<file path="config.mk">
export PLATFORM = sky130hd
export DESIGN_NAME = softmax_normalizer
export DESIGN_NICKNAME = d
export VERILOG_FILES = /design/src/rtl/softmax_normalizer.sv
export SDC_FILE = /design/constraint.sdc
export NUM_CORES = 1
export LEC_CHECK = 0
export ABC_AREA = 1
export CAP_MARGIN = 30
export CORE_MARGIN = 5
export CORE_UTILIZATION = 63
export DETAILED_ROUTE_END_ITERATION = 8
export MAX_ROUTING_LAYER = met4
export PLACE_DENSITY = 0.89
export SYNTH_ARGS = -nofsm -noshare
export SYNTH_HDL_FRONTEND = slang
export SYNTH_SLANG_ARGS = --single-unit
</file>
<file path="constraint.sdc">
create_clock -name clk -period 3.43 [get_ports clk]
set_clock_uncertainty 0.2 [all_clocks]
set_input_delay 0.686 -clock clk [delete_from_list [all_inputs] [get_ports clk]]
set_output_delay 0.686 -clock clk [all_outputs]
set_load 0.05 [all_outputs]
</file>
<file path="src/rtl/softmax_normalizer.sv">
// softmax_normalizer
//   Collects one softmax row of N unsigned exponential values, accumulates
//   their sum, then emits each value divided by the row sum as an unsigned
//   fixed-point probability with OW fraction bits (2^OW-1 ~ 1.0). Division is
//   a sequential restoring divider producing one quotient bit per cycle.
//
// Ports:
//   clk, rstn        clock, asynchronous active-low reset
//   i_flush          synchronous abort: back to COLLECT, row discarded
//   i_valid/i_ready  input handshake (ready only while collecting)
//   i_data [DW]      exponential value, unsigned
//   o_valid/o_ready  output handshake; outputs held until accepted
//   o_data [OW]      normalized probability, saturated to 2^OW-1
//   o_last           element N-1 of the row (qualified by o_valid)
//   o_zero           row sum was zero (qualified by o_valid)
//   busy             high whenever not collecting
module softmax_normalizer #(
  parameter int DW = 16,
  parameter int N  = 16,
  parameter int OW = 8
) (
  input  logic          clk,
  input  logic          rstn,
  input  logic          i_flush,
  input  logic          i_valid,
  output logic          i_ready,
  input  logic [DW-1:0] i_data,
  output logic          o_valid,
  input  logic          o_ready,
  output logic [OW-1:0] o_data,
  output logic          o_last,
  output logic          o_zero,
  output logic          busy
);

  localparam int SW = DW + $clog2(N);
  localparam int IW = $clog2(N);
  localparam int CW = $clog2(OW + 2);

  typedef enum logic [1:0] {
    S_COLLECT = 2'd0,
    S_LOAD    = 2'd1,
    S_DIV     = 2'd2,
    S_OUT     = 2'd3
  } state_e;

  // Saturate the (OW+1)-bit quotient: exactly 1.0 (2^OW) maps to 2^OW-1.
  function automatic logic [OW-1:0] sat_q(input logic [OW:0] q);
    logic [OW-1:0] r;
    if (q[OW]) begin
      r = {OW{1'b1}};
    end else begin
      r = q[OW-1:0];
    end
    return r;
  endfunction

  state_e         state_r, state_nx_s;
  logic [DW-1:0]  buf_mem_r [N];
  logic [DW-1:0]  buf_s;
  logic [SW-1:0]  sum_r;
  logic [IW-1:0]  wr_idx_r, rd_idx_r;
  logic [CW-1:0]  cnt_r;
  logic [SW:0]    rem_r;
  logic [OW:0]    dvd_r;
  logic [OW-1:0]  q_r;
  logic [SW:0]    rem_shift_s, rem_sub_s, rem_nx_s;
  logic           rem_ge_s;
  logic [OW:0]    q_step_s;
  logic           xfer_s, hs_s;
  logic           last_rd_s, last_wr_s;
  logic [OW-1:0]  out_data_ld_s;
  logic           out_zero_ld_s, out_last_ld_s;
  logic           o_valid_r, i_ready_r, busy_r, o_last_r, o_zero_r;
  logic [OW-1:0]  o_data_r;

  assign buf_s     = buf_mem_r[rd_idx_r];
  assign last_wr_s = (wr_idx_r == IW'(N - 1));
  assign last_rd_s = (rd_idx_r == IW'(N - 1));
  assign xfer_s    = i_valid && (state_r == S_COLLECT) && !i_flush;
  assign hs_s      = (state_r == S_OUT) && o_ready;

  assign i_ready = i_ready_r;
  assign o_valid = o_valid_r;
  assign o_data  = o_data_r;
  assign o_last  = o_last_r;
  assign o_zero  = o_zero_r;
  assign busy    = busy_r;

  // One restoring-division step on the current remainder.
  always_comb begin
    rem_shift_s = (rem_r << 1) | {{SW{1'b0}}, dvd_r[OW]};
    rem_ge_s    = (rem_shift_s >= {1'b0, sum_r});
    rem_sub_s   = rem_shift_s - {1'b0, sum_r};
    if (rem_ge_s) begin
      rem_nx_s = rem_sub_s;
    end else begin
      rem_nx_s = rem_shift_s;
    end
    q_step_s = {q_r, rem_ge_s};
  end

  // FSM state register.
  always_ff @(posedge clk or negedge rstn) begin
    if (!rstn) begin
      state_r <= S_COLLECT;
    end else begin
      state_r <= state_nx_s;
    end
  end

  // FSM next-state logic; flush overrides every transition.
  always_comb begin
    state_nx_s = state_r;
    if (i_flush) begin
      state_nx_s = S_COLLECT;
    end else begin
      case (state_r)
        S_COLLECT: begin
          if (i_valid && last_wr_s) begin
            state_nx_s = S_LOAD;
          end else begin
            state_nx_s = S_COLLECT;
          end
        end
        S_LOAD: begin
          if (sum_r == '0) begin
            state_nx_s = S_OUT;
          end else begin
            state_nx_s = S_DIV;
          end
        end
        S_DIV: begin
          if (cnt_r == CW'(1)) begin
            state_nx_s = S_OUT;
          end else begin
            state_nx_s = S_DIV;
          end
        end
        S_OUT: begin
          if (!o_ready) begin
            state_nx_s = S_OUT;
          end else if (last_rd_s) begin
            state_nx_s = S_COLLECT;
          end else begin
            state_nx_s = S_LOAD;
          end
        end
        default: state_nx_s = S_COLLECT;
      endcase
    end
  end

  // FSM output logic: values captured into the output registers on OUT entry.
  // OUT is entered only from LOAD (zero-sum row) or from the last DIV step.
  always_comb begin
    out_last_ld_s = last_rd_s;
    if (state_r == S_LOAD) begin
      out_data_ld_s = {OW{1'b0}};
      out_zero_ld_s = 1'b1;
    end else begin
      out_data_ld_s = sat_q(q_step_s);
      out_zero_ld_s = 1'b0;
    end
  end

  // Registered outputs, loaded on OUT entry and held until the handshake.
  always_ff @(posedge clk or negedge rstn) begin
    if (!rstn) begin
      o_valid_r <= 1'b0;
      i_ready_r <= 1'b1;
      busy_r    <= 1'b0;
      o_data_r  <= {OW{1'b0}};
      o_last_r  <= 1'b0;
      o_zero_r  <= 1'b0;
    end else begin
      o_valid_r <= (state_nx_s == S_OUT);
      i_ready_r <= (state_nx_s == S_COLLECT);
      busy_r    <= (state_nx_s != S_COLLECT);
      if (state_nx_s == S_OUT) begin
        if (state_r != S_OUT) begin
          o_data_r <= out_data_ld_s;
          o_last_r <= out_last_ld_s;
          o_zero_r <= out_zero_ld_s;
        end else begin
          o_data_r <= o_data_r;
          o_last_r <= o_last_r;
          o_zero_r <= o_zero_r;
        end
      end else begin
        o_data_r <= {OW{1'b0}};
        o_last_r <= 1'b0;
        o_zero_r <= 1'b0;
      end
    end
  end

  // Row buffer; contents are don't-care after reset.
  always_ff @(posedge clk) begin
    if (xfer_s) begin
      buf_mem_r[wr_idx_r] <= i_data;
    end
  end

  // Datapath: accumulation, indices and divider registers.
  always_ff @(posedge clk or negedge rstn) begin
    if (!rstn) begin
      sum_r    <= {SW{1'b0}};
      wr_idx_r <= {IW{1'b0}};
      rd_idx_r <= {IW{1'b0}};
      cnt_r    <= {CW{1'b0}};
      rem_r    <= {(SW + 1){1'b0}};
      dvd_r    <= {(OW + 1){1'b0}};
      q_r      <= {OW{1'b0}};
    end else if (i_flush) begin
      sum_r    <= {SW{1'b0}};
      wr_idx_r <= {IW{1'b0}};
      rd_idx_r <= {IW{1'b0}};
      cnt_r    <= {CW{1'b0}};
    end else begin
      case (state_r)
        S_COLLECT: begin
          if (xfer_s) begin
            sum_r <= sum_r + SW'(i_data);
            if (last_wr_s) begin
              wr_idx_r <= {IW{1'b0}};
            end else begin
              wr_idx_r <= wr_idx_r + IW'(1);
            end
          end
        end
        S_LOAD: begin
          // Dividend is {buf, OW zeros}. Because buf <= sum, all quotient bits
          // above OW are zero, so the restoring steps for them would just
          // shift dividend bits into the remainder: preload it with buf>>1
          // and keep only the last OW+1 dividend bits to shift in.
          rem_r <= (SW + 1)'(buf_s >> 1);
          dvd_r <= {buf_s[0], {OW{1'b0}}};
          q_r   <= {OW{1'b0}};
          cnt_r <= CW'(OW + 1);
        end
        S_DIV: begin
          rem_r <= rem_nx_s;
          dvd_r <= dvd_r << 1;
          q_r   <= q_step_s[OW-1:0];
          cnt_r <= cnt_r - CW'(1);
        end
        S_OUT: begin
          if (hs_s) begin
            if (last_rd_s) begin
              rd_idx_r <= {IW{1'b0}};
              sum_r    <= {SW{1'b0}};
            end else begin
              rd_idx_r <= rd_idx_r + IW'(1);
            end
          end
        end
        default: begin
          sum_r <= {SW{1'b0}};
        end
      endcase
    end
  end

endmodule

</file>
==> impl_results.md, run 1 <==
- Tot GR Track Use: between 30 and 40%
- Die X: 170 um
- DR vias: 12670
- Setup tns final: 0 ps
- DRT iter0 DRCs: between 1500 and 2000
- Top cell type's share of synthesized area: 47.5%
- RSZ-0062 raised after global routing: false
- Die ar.: between 0.02 and 0.03 sq mm
- # port buffers: 33
- Mapped Area: 0.0162 sq mm
- Initial antenna violation count: 0
- Worst-skew pair later-pin latency: 530 ps
- Data arrival, critical path: 2910 ps
- Synthesized instance count: ~1700
- Status: completed
- Area of the multi-input gates: ~0.0057 sq mm
- DP HPWL: 27100 um
- Pre-CTS setup slack: 325 ps
- Leakage: 7.47 nW
- Slew Limit Fails: 0
- DIE HEIGHT: 170 um
- Worst-path clk slew: roughly 70 ps
- CORE AREA: between 0.02 and 0.03 sq mm
- Sink Count: roughly 330
- Hold Crit Class: reg -> reg
- I/O pin count: 34
- Fin. Hold Viols: 0
- Area Overhead vs Synth: 12.8%
- Max stage delay cell, worst path: inv_1
- Endpoints failing setup: 0
- Period utilization: 79.1%
- Final Power: about 0.011 W
- Sequential element share of the synthesized area: 59.3%
- Worst Reg-to-Reg Cells: 9
- Area leader, netlist: edfxtp_1
- Hold path cells: 2
- Total of max-cap violations: 0
- GR Overflow Total: 0
- Fmax: 369 MHz
- Vias per inst: 6.05
- Worst vdd ir: between 0.4 and 0.5 mV
- Site row count: 58
- Storage element area: 0.00960 sq mm
- GP Congestion: 0.989
- Largest net degree at the start of global routing: 135
- CP Depth: 9
- Pwr dens: 603 mW/mm^2
- Slowest Stage Delay on Critical Path: 840 ps
- First-pass GRT wire length: 67400 um
- Worst slew pin tran: around 1000 ps
- WP buf/inv: 3
- DRT Pass-1 Iters: 8
- CP delay by family, top: buffers and inverters
- Critical-path cell list: inv_1, buf_4, o211ai_1, nand3_1, nand3_1, nand2_1, inv_1, nand2_1, nand2_1
- Most Frequent Cell on Critical Path: nand2_1
- Layout Nets: 1810
- Num CTS Buffers: 35
- Layout fillers: around 1700
- Syn nets: 1756
- Synth cell types: 47
- Tmin final: around 2700 ps
- Layout cells sized above 1: under 10%
- Slew margin rel.: 33.8%
- Vias in the first global route: 12656
- Antenna viol nets, final: 0
- Number of diodes: 0
- CTS tree: built
- Clock Tree Root: clkbuf_16
- Routed len/inst: 20.5 um
- Clock Path Buffers: 3
- H-tree levels: 2
- # DRC: 0
- Initial Utilization: 64.1%
- Cts repair resizes: 0
- Final Worst Setup Slack: 718 ps
- CP Class: reg -> reg
- Synthesized area per cell: between 9 and 10 sq um
- CP Launch Type: flip-flop
- Synth top area cells: edfxtp_1, dfrtp_1, nand2_1
- WP data required: 3630 ps
- Post-Route WL: 42900 um
- Critical-path maximum fanout: 22
- Critical path endpoint category: flip-flop
- FF+latch count, synth: about 330
- Warnings, synthesis: 0
-- layout make-up --
| cell class | instances | area share, % |
|---|---|---|
| tap | 330 | 2.26 |
| clock inverter | 21 | 1.40 |
| multi-input combinational | 1137 | 31.3 |
| sequential | 332 | 52.6 |
| clock buffer | 40 | 5.02 |
| inverter | 149 | 3.11 |
| timing repair buffer | 85 | 4.36 |
-- worst min-delay path: stages, from the launching register on --
cell and delay [ps]:
dfrtp_1 360, nand3_2 70, nand2_1 50
-- synthesized netlist by cell type (all sizes together) --
cell type  number
edfxtp        256
o21bai          3
nor4            2
nand3b          1
nand4          11
clkbuf         25
o22ai          21
o21ai         172
dfrtp          75
dfstp           1
and2            1
inv           146
o311ai          1
xnor2           8
or2             1
xor2            6
a21o            2
nor3           18
nor2          302
buf            43
clkinv          3
o21a            1
a21oi          64
nand3         130
a31oi           2
o211ai         27
ha             47
nand2         315
fa              2
-- placed cells by master (no fill, tap or decap), drive strengths merged, types with 32 or more instances in the layout --
cell	count
o21ai	172
edfxtp	256
clkdlybuf4s50	32
nand3	130
buf	52
inv	148
a21oi	64
nor2	302
dfrtp	75
ha	47
nand2	315
clkbuf	40
-- state kept, by name, indices dropped and copies added, names as in the netlist --
| signal | cells |
|---|---|
| rd_idx_r | 4 |
| o_data | 8 |
| state_r | 2 |
| busy | 1 |
| o_zero | 1 |
| buf_mem_r | 256 |
| i_ready | 1 |
| sum_r | 20 |
| o_last | 1 |
| q_r | 8 |
| dvd_r | 1 |
| cnt_r | 4 |
| rem_r | 20 |
| wr_idx_r | 4 |
| o_valid | 1 |
-- cells by family (layout without fill, tap and decap cells) --
kind of cell,after synthesis,count (layout),synth area share [%]
simple gates,781,781,20.4
flops,332,332,59.3
compound gates,293,293,9.86
buf+inv,217,295,5.81
fa+ha+maj,49,49,3.88
xor+xnor,14,14,0.758
-- report_power, final --
part	switching, W	internal (W)
clock	0.00156	0.00231
combinational	0.00171	0.000844
sequential	0.000105	0.00448
total	0.00337	0.00763
-- path summary, 6_finish.rpt --
check                                   startpoint                    end  slack (ps)
setup / recovery           rd_idx_r[2]$_DFFE_PN0P_  rem_r[11]$_DFFE_PN0P_         720
hold / removal               o_data[7]$_DFFE_PN0P_  o_data[7]$_DFFE_PN0P_         310
max in group asynchronous                     rstn   rem_r[9]$_DFFE_PN0P_        1750
min in group asynchronous                     rstn   rem_r[1]$_DFFE_PN0P_         540
hold reg to reg              o_data[7]$_DFFE_PN0P_  o_data[7]$_DFFE_PN0P_         310
setup reg to reg           rd_idx_r[2]$_DFFE_PN0P_  rem_r[11]$_DFFE_PN0P_         720
-- layer usage --
layer / vias to the layer above / part of all wire, % / global-route usage [%]
met5: - / 0 / -
met4: 0 / 4.3 / 13.2
met3: 147 / 10 / 6.04
met2: 730 / 47 / 48.6
met1: 5959 / 39 / 39.2
li1: 5834 / - / -
-- stage by stage --
stage	utilization (%)	hold WS, ps	area [sq um]	instances
2_1_floorplan	-	190	16200	1686
3_3_place_gp	67.6	292	17100	2032
3_5_place_dp	67.6	298	17100	2032
4_1_cts	72.3	314	18300	2094
5_1_grt	72.3	338	18300	2094
6_report	72.3	314	18300	2094
-- timing repair --
item / CTS / global route
endpoints found under the hold margin: 2 / 0
hold buffers: 1 / 0
buffers inserted: 0 / 0
(Power assumes the default switching activity.)
==> run 2: changes to the inputs <==
--- a/config.mk
+++ b/config.mk
@@ -8,10 +8,10 @@
 export ABC_AREA = 1
 export CAP_MARGIN = 30
 export CORE_MARGIN = 5
-export CORE_UTILIZATION = 63
+export CORE_UTILIZATION = 56
 export DETAILED_ROUTE_END_ITERATION = 8
 export MAX_ROUTING_LAYER = met4
-export PLACE_DENSITY = 0.89
+export PLACE_DENSITY = 0.84
 export SYNTH_ARGS = -nofsm -noshare
 export SYNTH_HDL_FRONTEND = slang
 export SYNTH_SLANG_ARGS = --single-unit
==> constraint.sdc (replaced) <==
create_clock -name clk -period 2.2 [get_ports clk]
set_clock_uncertainty 0.2 [all_clocks]
set_input_delay 0.44 -clock clk [delete_from_list [all_inputs] [get_ports clk]]
set_output_delay 0.44 -clock clk [all_outputs]
set_load 0.05 [all_outputs]
==> run 2 against run 1 <==
The flow now finishes with violations (negative setup slack). Non-clock buffer count up 189. Largest power group unchanged. Global-route usage down 3.2 points. Sequential cell count unchanged. Power up 81%. Sequential power up 56%. Sequential share of layout area down 6.5 points. Clock-buffer cell count up 1. Largest cell class unchanged. Routed wire length up 7.6%. Combinational power rose to 2.7 times the previous value.
==> impl_results.md, run 2 (same netlist as run 1, synthesis figures left out) <==
- # port buffers: 33 (unchanged)
- Vias per inst: 5.79 (-4.2%)
- CP Class: in -> reg
- Data arrival, critical path: 2460 ps (-450 ps)
- DRT iter0 DRCs: 1496 (-13%)
- H-tree levels: 2 (unchanged)
- Total of max-cap violations: 0 (unchanged)
- Commonest non-fill, non-tap cell in the layout: nor2_1
- Worst vdd ir: 0.763 mV (+53%)
- DR vias: 13547 (+6.9%)
- Clock Path Buffers: 3 (unchanged)
- First-pass GRT wire length: 69300 um (+2.9%)
- Worst-path clk slew: 60 ps (about the same)
- Pre-CTS setup slack: -663 ps (-988 ps)
- Tmin final: 2260 ps
- Area Overhead vs Synth: 28.9%
- Area of the multi-input gates: 0.00654 sq mm (+14%)
- WP data required: 2400 ps (-1230 ps)
- Layout Nets: 1998 (+10%)
- CP Launch Type: input pin
- Num CTS Buffers: 34 (-2.9%)
- Slew margin rel.: 67.3% (+33 points)
- Clock Tree Root: clkbuf_16
- Slew Limit Fails: 0 (unchanged)
- Final Power: 0.0199 W (+81%)
- Biggest register: buf_mem_r
- Largest net degree at the start of global routing: 62 (-54%)
- Leakage: 8.71 nW (+17%)
- Worst-skew pair later-pin latency: 520 ps (about the same)
- # DRC: 0 (unchanged)
- DRT Pass-1 Iters: 5 (-3)
- Tot GR Track Use: 27.5% (-3.2 points)
- CTS tree: built
- DIE HEIGHT: 180 um (+5.7%)
- Sink Count: 332 (unchanged)
- Largest register FFs: 256 (unchanged)
- Status: finished with violations
- Initial Utilization: 56.5% (-7.5 points)
- Most frequent cells in the layout: nor2_1, edfxtp_1, nand2_1
- Die ar.: 0.0324 sq mm (+12%)
- Setup tns final: -712 ps (-712 ps)
- Hold Crit Class: in -> async
- Layout fillers: 1833 (+8.2%)
- GR Overflow Total: 0 (unchanged)
- Site row count: 62 (+6.9%)
- CORE AREA: 0.0286 sq mm (+13%)
- Pwr dens: 954 mW/mm^2 (+58%)
- Endpoints failing setup: 18 (+18)
- Storage element area: 0.00960 sq mm (about the same)
- GP Congestion: 0.925 (-6.5%)
- Die X: 180 um (+5.7%)
- Initial antenna violation count: 0 (unchanged)
- Critical-path maximum fanout: 4 (-82%)
- Worst slew pin tran: 493 ps (-499 ps)
- Top Registers: buf_mem_r: 256 flops, rem_r: 20 flops, sum_r: 20 flops
- Fmax: 442 MHz
- Post-Route WL: 46100 um (+7.6%)
- I/O pin count: 34 (unchanged)
- Failing checks: negative setup slack
- Vias in the first global route: 12821 (+1.3%)
- RSZ-0062 raised after global routing: true
- Final Worst Setup Slack: -63.7 ps (-782 ps)
- Period utilization: 103%
- DP HPWL: 30000 um (+11%)
- Routed len/inst: 19.7 um (-3.6%)
- Critical path endpoint category: flip-flop
- Layout cells sized above 1: 26.2% (+17 points)
- Fin. Hold Viols: 0 (unchanged)
- Antenna viol nets, final: 0 (unchanged)
-- run 2: area by class of cell --
class	instances	area share (%)
inverters	149	2.82
well taps	384	2.30
multi-input cells	1137	31.3
clock buffers	41	4.31
diodes	1	0.0120
flip-flops and latches	332	46.0
repair buffers	274	12.1
clock inverters	20	1.07
-- run 2: routing by layer --
layer  track usage, %  up-vias  wire, um
met3             3.09      144      3560
met4             9.39        0      1920
met1             36.2     6478     18000
met2             45.2      707     22700
met5                -        -         0
li1                 -     6218         -
-- run 2: worst max-delay path, stage by stage --
cell             delay [ps]
clkdlybuf4s50_1         620
ha_4                    200
fa_2                    210
nand2_2                  70
a21oi_2                 250
nand3_1                 140
nand3_2                 130
nand3_2                  80
nand2_2                 120
nand3_1                  90
nand2_1                  60
nor2_1                   40
-- run 2: stage by stage --
step                      hold slack, ps  instance area [sq um]  util [%]  std cells
after global routing                 137                  20900      72.9       2337
final                                112                  20900      72.9       2338
after global placement              90.6                  18700      65.2       2246
after CTS                            107                  20100      70.4       2316
after floorplan                    -55.6                  16300         -       1686
after detailed placement            90.9                  18700      65.2       2246
-- run 2: worst paths after layout --
| path | start | endpoint | slack (ps) | cells past startpoint |
|---|---|---|---|---|
| max in group asynchronous | rstn | i_ready$_DFF_PN1_ | 1100 | 3 |
| min in group clk | o_data[7]$_DFFE_PN0P_ | o_data[7]$_DFFE_PN0P_ | 300 | 2 |
| min | rstn | rem_r[17]$_DFFE_PN0P_ | 110 | 2 |
| max | i_data[0] | sum_r[18]$_DFFE_PN0P_ | -60 | 12 |
| max reg2reg | sum_r[14]$_DFFE_PN0P_ | rem_r[2]$_DFFE_PN0P_ | -60 | 14 |
| min reg2reg | o_data[7]$_DFFE_PN0P_ | o_data[7]$_DFFE_PN0P_ | 300 | 2 |
-- run 2: what timing repair did --
action	CTS	global route
cloned	0	1
pin swaps	5	51
gates resized for setup	67	153
hold buffers	1	0
buffers inserted	8	20
endpoints found under the hold margin	75	0
endpoints found under the setup margin	40	119
-- run 2: power breakdown --
part | internal (W) | total (W) | switching, W | leakage (nW)
Sequential | 0.00698 | 0.00716 | 0.000175 | 3.29
Clock | 0.00341 | 0.00579 | 0.00239 | 0.548
Combinational | 0.00316 | 0.00695 | 0.00379 | 4.88
Total | 0.0135 | 0.0199 | 0.00635 | 8.71
==> run 3: changes to the inputs <==
--- a/config.mk
+++ b/config.mk
@@ -6,7 +6,8 @@
 export NUM_CORES = 1
 export LEC_CHECK = 0
 export ABC_AREA = 1
-export CAP_MARGIN = 30
+export CAP_MARGIN = 5
+export CORE_ASPECT_RATIO = 1.75
 export CORE_MARGIN = 5
 export CORE_UTILIZATION = 56
 export DETAILED_ROUTE_END_ITERATION = 8
==> constraint.sdc (replaced) <==
create_clock -name clk -period 2 [get_ports clk]
set_clock_uncertainty 0.2 [all_clocks]
set_input_delay 0.4 -clock clk [delete_from_list [all_inputs] [get_ports clk]]
set_output_delay 0.4 -clock clk [all_outputs]
set_load 0.05 [all_outputs]
==> run 3 against run 2 <==
The run still ends with negative setup slack left. Final area rose by 6.5%. First-iteration DRC count rose by 29%. Power rose by 14%. Routed wire length rose by 28%. Clock-buffer cell count fell by 3. Highest routed layer unchanged. Largest power group is now combinational cells. Core utilization rose by 4.8 points. Register-to-register slack got worse by 480 ps.
==> impl_results.md, run 3 (same netlist as run 1, synthesis figures left out) <==
- Final Worst Setup Slack: -540 ps (-476 ps)
- Site row count: 82 (+32%)
- Antenna viol nets, final: 0 (unchanged)
- CP Launch Type: flip-flop
- CTS tree: built
- DIE HEIGHT: 235 um (+30%)
- H-tree levels: 1 (-1)
- Vias per inst: 6.24 (+7.7%)
- Biggest register: buf_mem_r
- Worst vdd ir: 1.00 mV (+32%)
- Internal Power: 0.0149 W (+9.8%)
- CP delay by family, top: simple AND/OR/NAND/NOR gates
- Leakage: 9.14 nW (+4.9%)
- # port buffers: 33 (unchanged)
- Most Frequent Cell on Critical Path: nand2_1
- Pwr dens: 1020 mW/mm^2 (+6.8%)
- Tmin final: roughly 2500 ps
- Commonest non-fill, non-tap cell in the layout: nor2_1
- Slew margin rel.: 45.1% (-22 points)
- Fin area: 0.0222 sq mm (+6.5%)
- WP data required: 2300 ps (-100 ps)
- Data arrival, critical path: 2840 ps (+380 ps)
- Tot GR Track Use: 32.5% (+4.9 points)
- RSZ-0062 raised after global routing: true
- Worst-path clk slew: 70 ps (about the same)
- Num CTS Buffers: 30 (-12%)
- Worst setup path endpoint: rem_r[12]$_DFFE_PN0P_
- DR vias: 14963 (+10%)
- Clock Path Buffers: 3 (unchanged)
- Vias in the first global route: 14753 (+15%)
- Hold Crit Class: in -> async
- RR Startpoint: rd_idx_r[0]$_DFFE_PN0P_
- Post-Route WL: 59000 um (+28%)
- First-pass GRT wire length: 79900 um (+15%)
- Slowest Stage Delay on Critical Path: 590 ps (-30 ps)
- WP buf/inv: 3 (+2)
- Die ar.: 0.0325 sq mm (+0.42%)
- Clock Tree Root: clkbuf_16
- Layout cells sized above 1: 33.8% (+7.6 points)
- Largest register FFs: 256 (unchanged)
- Worst-skew pair later-pin latency: 590 ps (+70 ps)
- Top Registers: buf_mem_r: 256 flops, rem_r: 20 flops, sum_r: 20 flops
- Area Overhead vs Synth: 37.4%
- Status: finished with violations
- Fmax: 394 MHz
- Routed len/inst: 24.6 um (+25%)
- GP Congestion: 0.971 (+5.0%)
- Die X: 139 um (-23%)
- Sink Count: 332 (unchanged)
- Reg2Reg Setup Slack: -540 ps (-480 ps)
- Worst Reg-to-Reg Cells: 12 (-2)
- Failing checks: negative setup slack
- Critical-path cell list: buf_4, buf_4, nor2_1, nor2_1, o21ai_0, nand2_1, nand2_1, nand2_1, inv_1, nand2_1, a21oi_1, a21oi_1
- CP Class: reg -> reg
- Reg2Reg Capture Point: rem_r[12]$_DFFE_PN0P_
- Most frequent cells in the layout: nor2_1, edfxtp_1, nand2_1
- Worst slew pin tran: 815 ps (+323 ps)
- Initial antenna violation count: 0 (unchanged)
- Net Sw Power: 0.00777 W (+22%)
- DP HPWL: 33400 um (+12%)
- Seq pwr share: 34.8% (-1.2 points)
- Critical path startpoint: rd_idx_r[0]$_DFFE_PN0P_
- Total of max-cap violations: 0 (unchanged)
- Period utilization: 127%
- Max stage delay cell, worst path: dfrtp_4
- Number of diodes: 0 (-1)
- Dpl cell area: 0.0192 sq mm (+3.0%)
- Slew Limit Fails: 0 (unchanged)
- CORE AREA: 0.0286 sq mm (unchanged)
- Critical path endpoint category: flip-flop
- Initial Utilization: 56.5% (unchanged)
- GR Overflow Total: 0 (unchanged)
- CP Depth: 12 (unchanged)
- Largest net degree at the start of global routing: 68 (+9.7%)
- Comb power frac: 39.5% (+4.6 points)
- Endpoints failing setup: 301 (+283)
- Layout Nets: 2067 (+3.5%)
- Fin util: 77.7% (+4.8 points)
- I/O pin count: 34 (unchanged)
- DRT Pass-1 Iters: 6 (+1)
- Critical-path maximum fanout: 7 (+3)
- DRT iter0 DRCs: 1924 (+29%)
- Clock Power Share: 25.7% (-3.4 points)
- Switching Fraction: 34.3% (+2.4 points)
- Fin. Hold Viols: 0 (unchanged)
- # DRC: 0 (unchanged)
==> run 3: worst reg2reg max path: stages, from the launching register on <==
cell,delay [ps]
dfrtp_4,590
buf_4,170
buf_4,130
nor2_1,60
nor2_1,280
o21ai_0,220
nand2_1,120
nand2_1,90
nand2_1,100
inv_1,50
nand2_1,160
a21oi_1,120
a21oi_1,180
==> run 3: worst min-delay path by stage <==
| stage | startpoint | to | cells after the start |
|---|---|---|---|
| 3_3_place_gp | rstn | rem_r[17]$_DFFE_PN0P_ | 1 |
| 5_1_grt | rstn | sum_r[1]$_DFFE_PN0P_ | 2 |
| 3_5_place_dp | rstn | sum_r[0]$_DFFE_PN0P_ | 1 |
| 2_1_floorplan | rstn | busy$_DFF_PN0_ | 0 |
| 4_1_cts | rstn | rem_r[17]$_DFFE_PN0P_ | 2 |
| 6_report | rstn | sum_r[4]$_DFFE_PN0P_ | 2 |
==> run 3: what timing repair did <==
action,in CTS,in global routing
endpoints found under the setup margin,315,317
setup buffers,33,23
hold endpoints to repair,75,0
hold buffers,1,0
gates cloned,6,7
pin swaps,76,74
resized for setup,193,171
==> run 3: area by class of cell <==
type,count,area [sq um]
Multi-Input combinational cell,1137,7230
Clock inverter,17,140
Timing Repair Buffer,343,3330
Timing Repair inverter,4,42.5
Sequential cell,332,9600
Fill cell,1533,6390
Inverter,149,603
Clock buffer,38,822
Tap cell,378,473
==> run 3: metrics by stage <==
step | power [W] | hold WS [ps] | std cells | TNS [ps] | setup slack, ps
after floorplan | 0.0115 | -95.6 | 1686 | -20990 | -170
after global placement | 0.0144 | 149 | 2282 | -89610 | -767
after detailed placement | 0.0145 | 157 | 2282 | -96100 | -847
after CTS | 0.0213 | 91.5 | 2373 | -4930 | -195
after global routing | 0.0234 | 130 | 2398 | -42150 | -525
final | 0.0226 | 97.2 | 2398 | -33000 | -540
==> run 3: routing by layer <==
layer	share of wire, %	global-route usage (%)	up-vias
met5	0	-	-
met4	11	25.1	0
met3	9.5	4.07	459
met1	30	32.1	6954
met2	50	57.2	1202
li1	-	-	6348
==> run 3: power groups by stage <==
stage               registers [W]  logic (W)  clock network, W
floorplan                 0.00795    0.00352                 0
global placement          0.00797    0.00639                 0
detailed placement        0.00797    0.00651                 0
CTS                       0.00784    0.00769           0.00575
global route              0.00789    0.00945           0.00609
finish                    0.00788    0.00895           0.00582
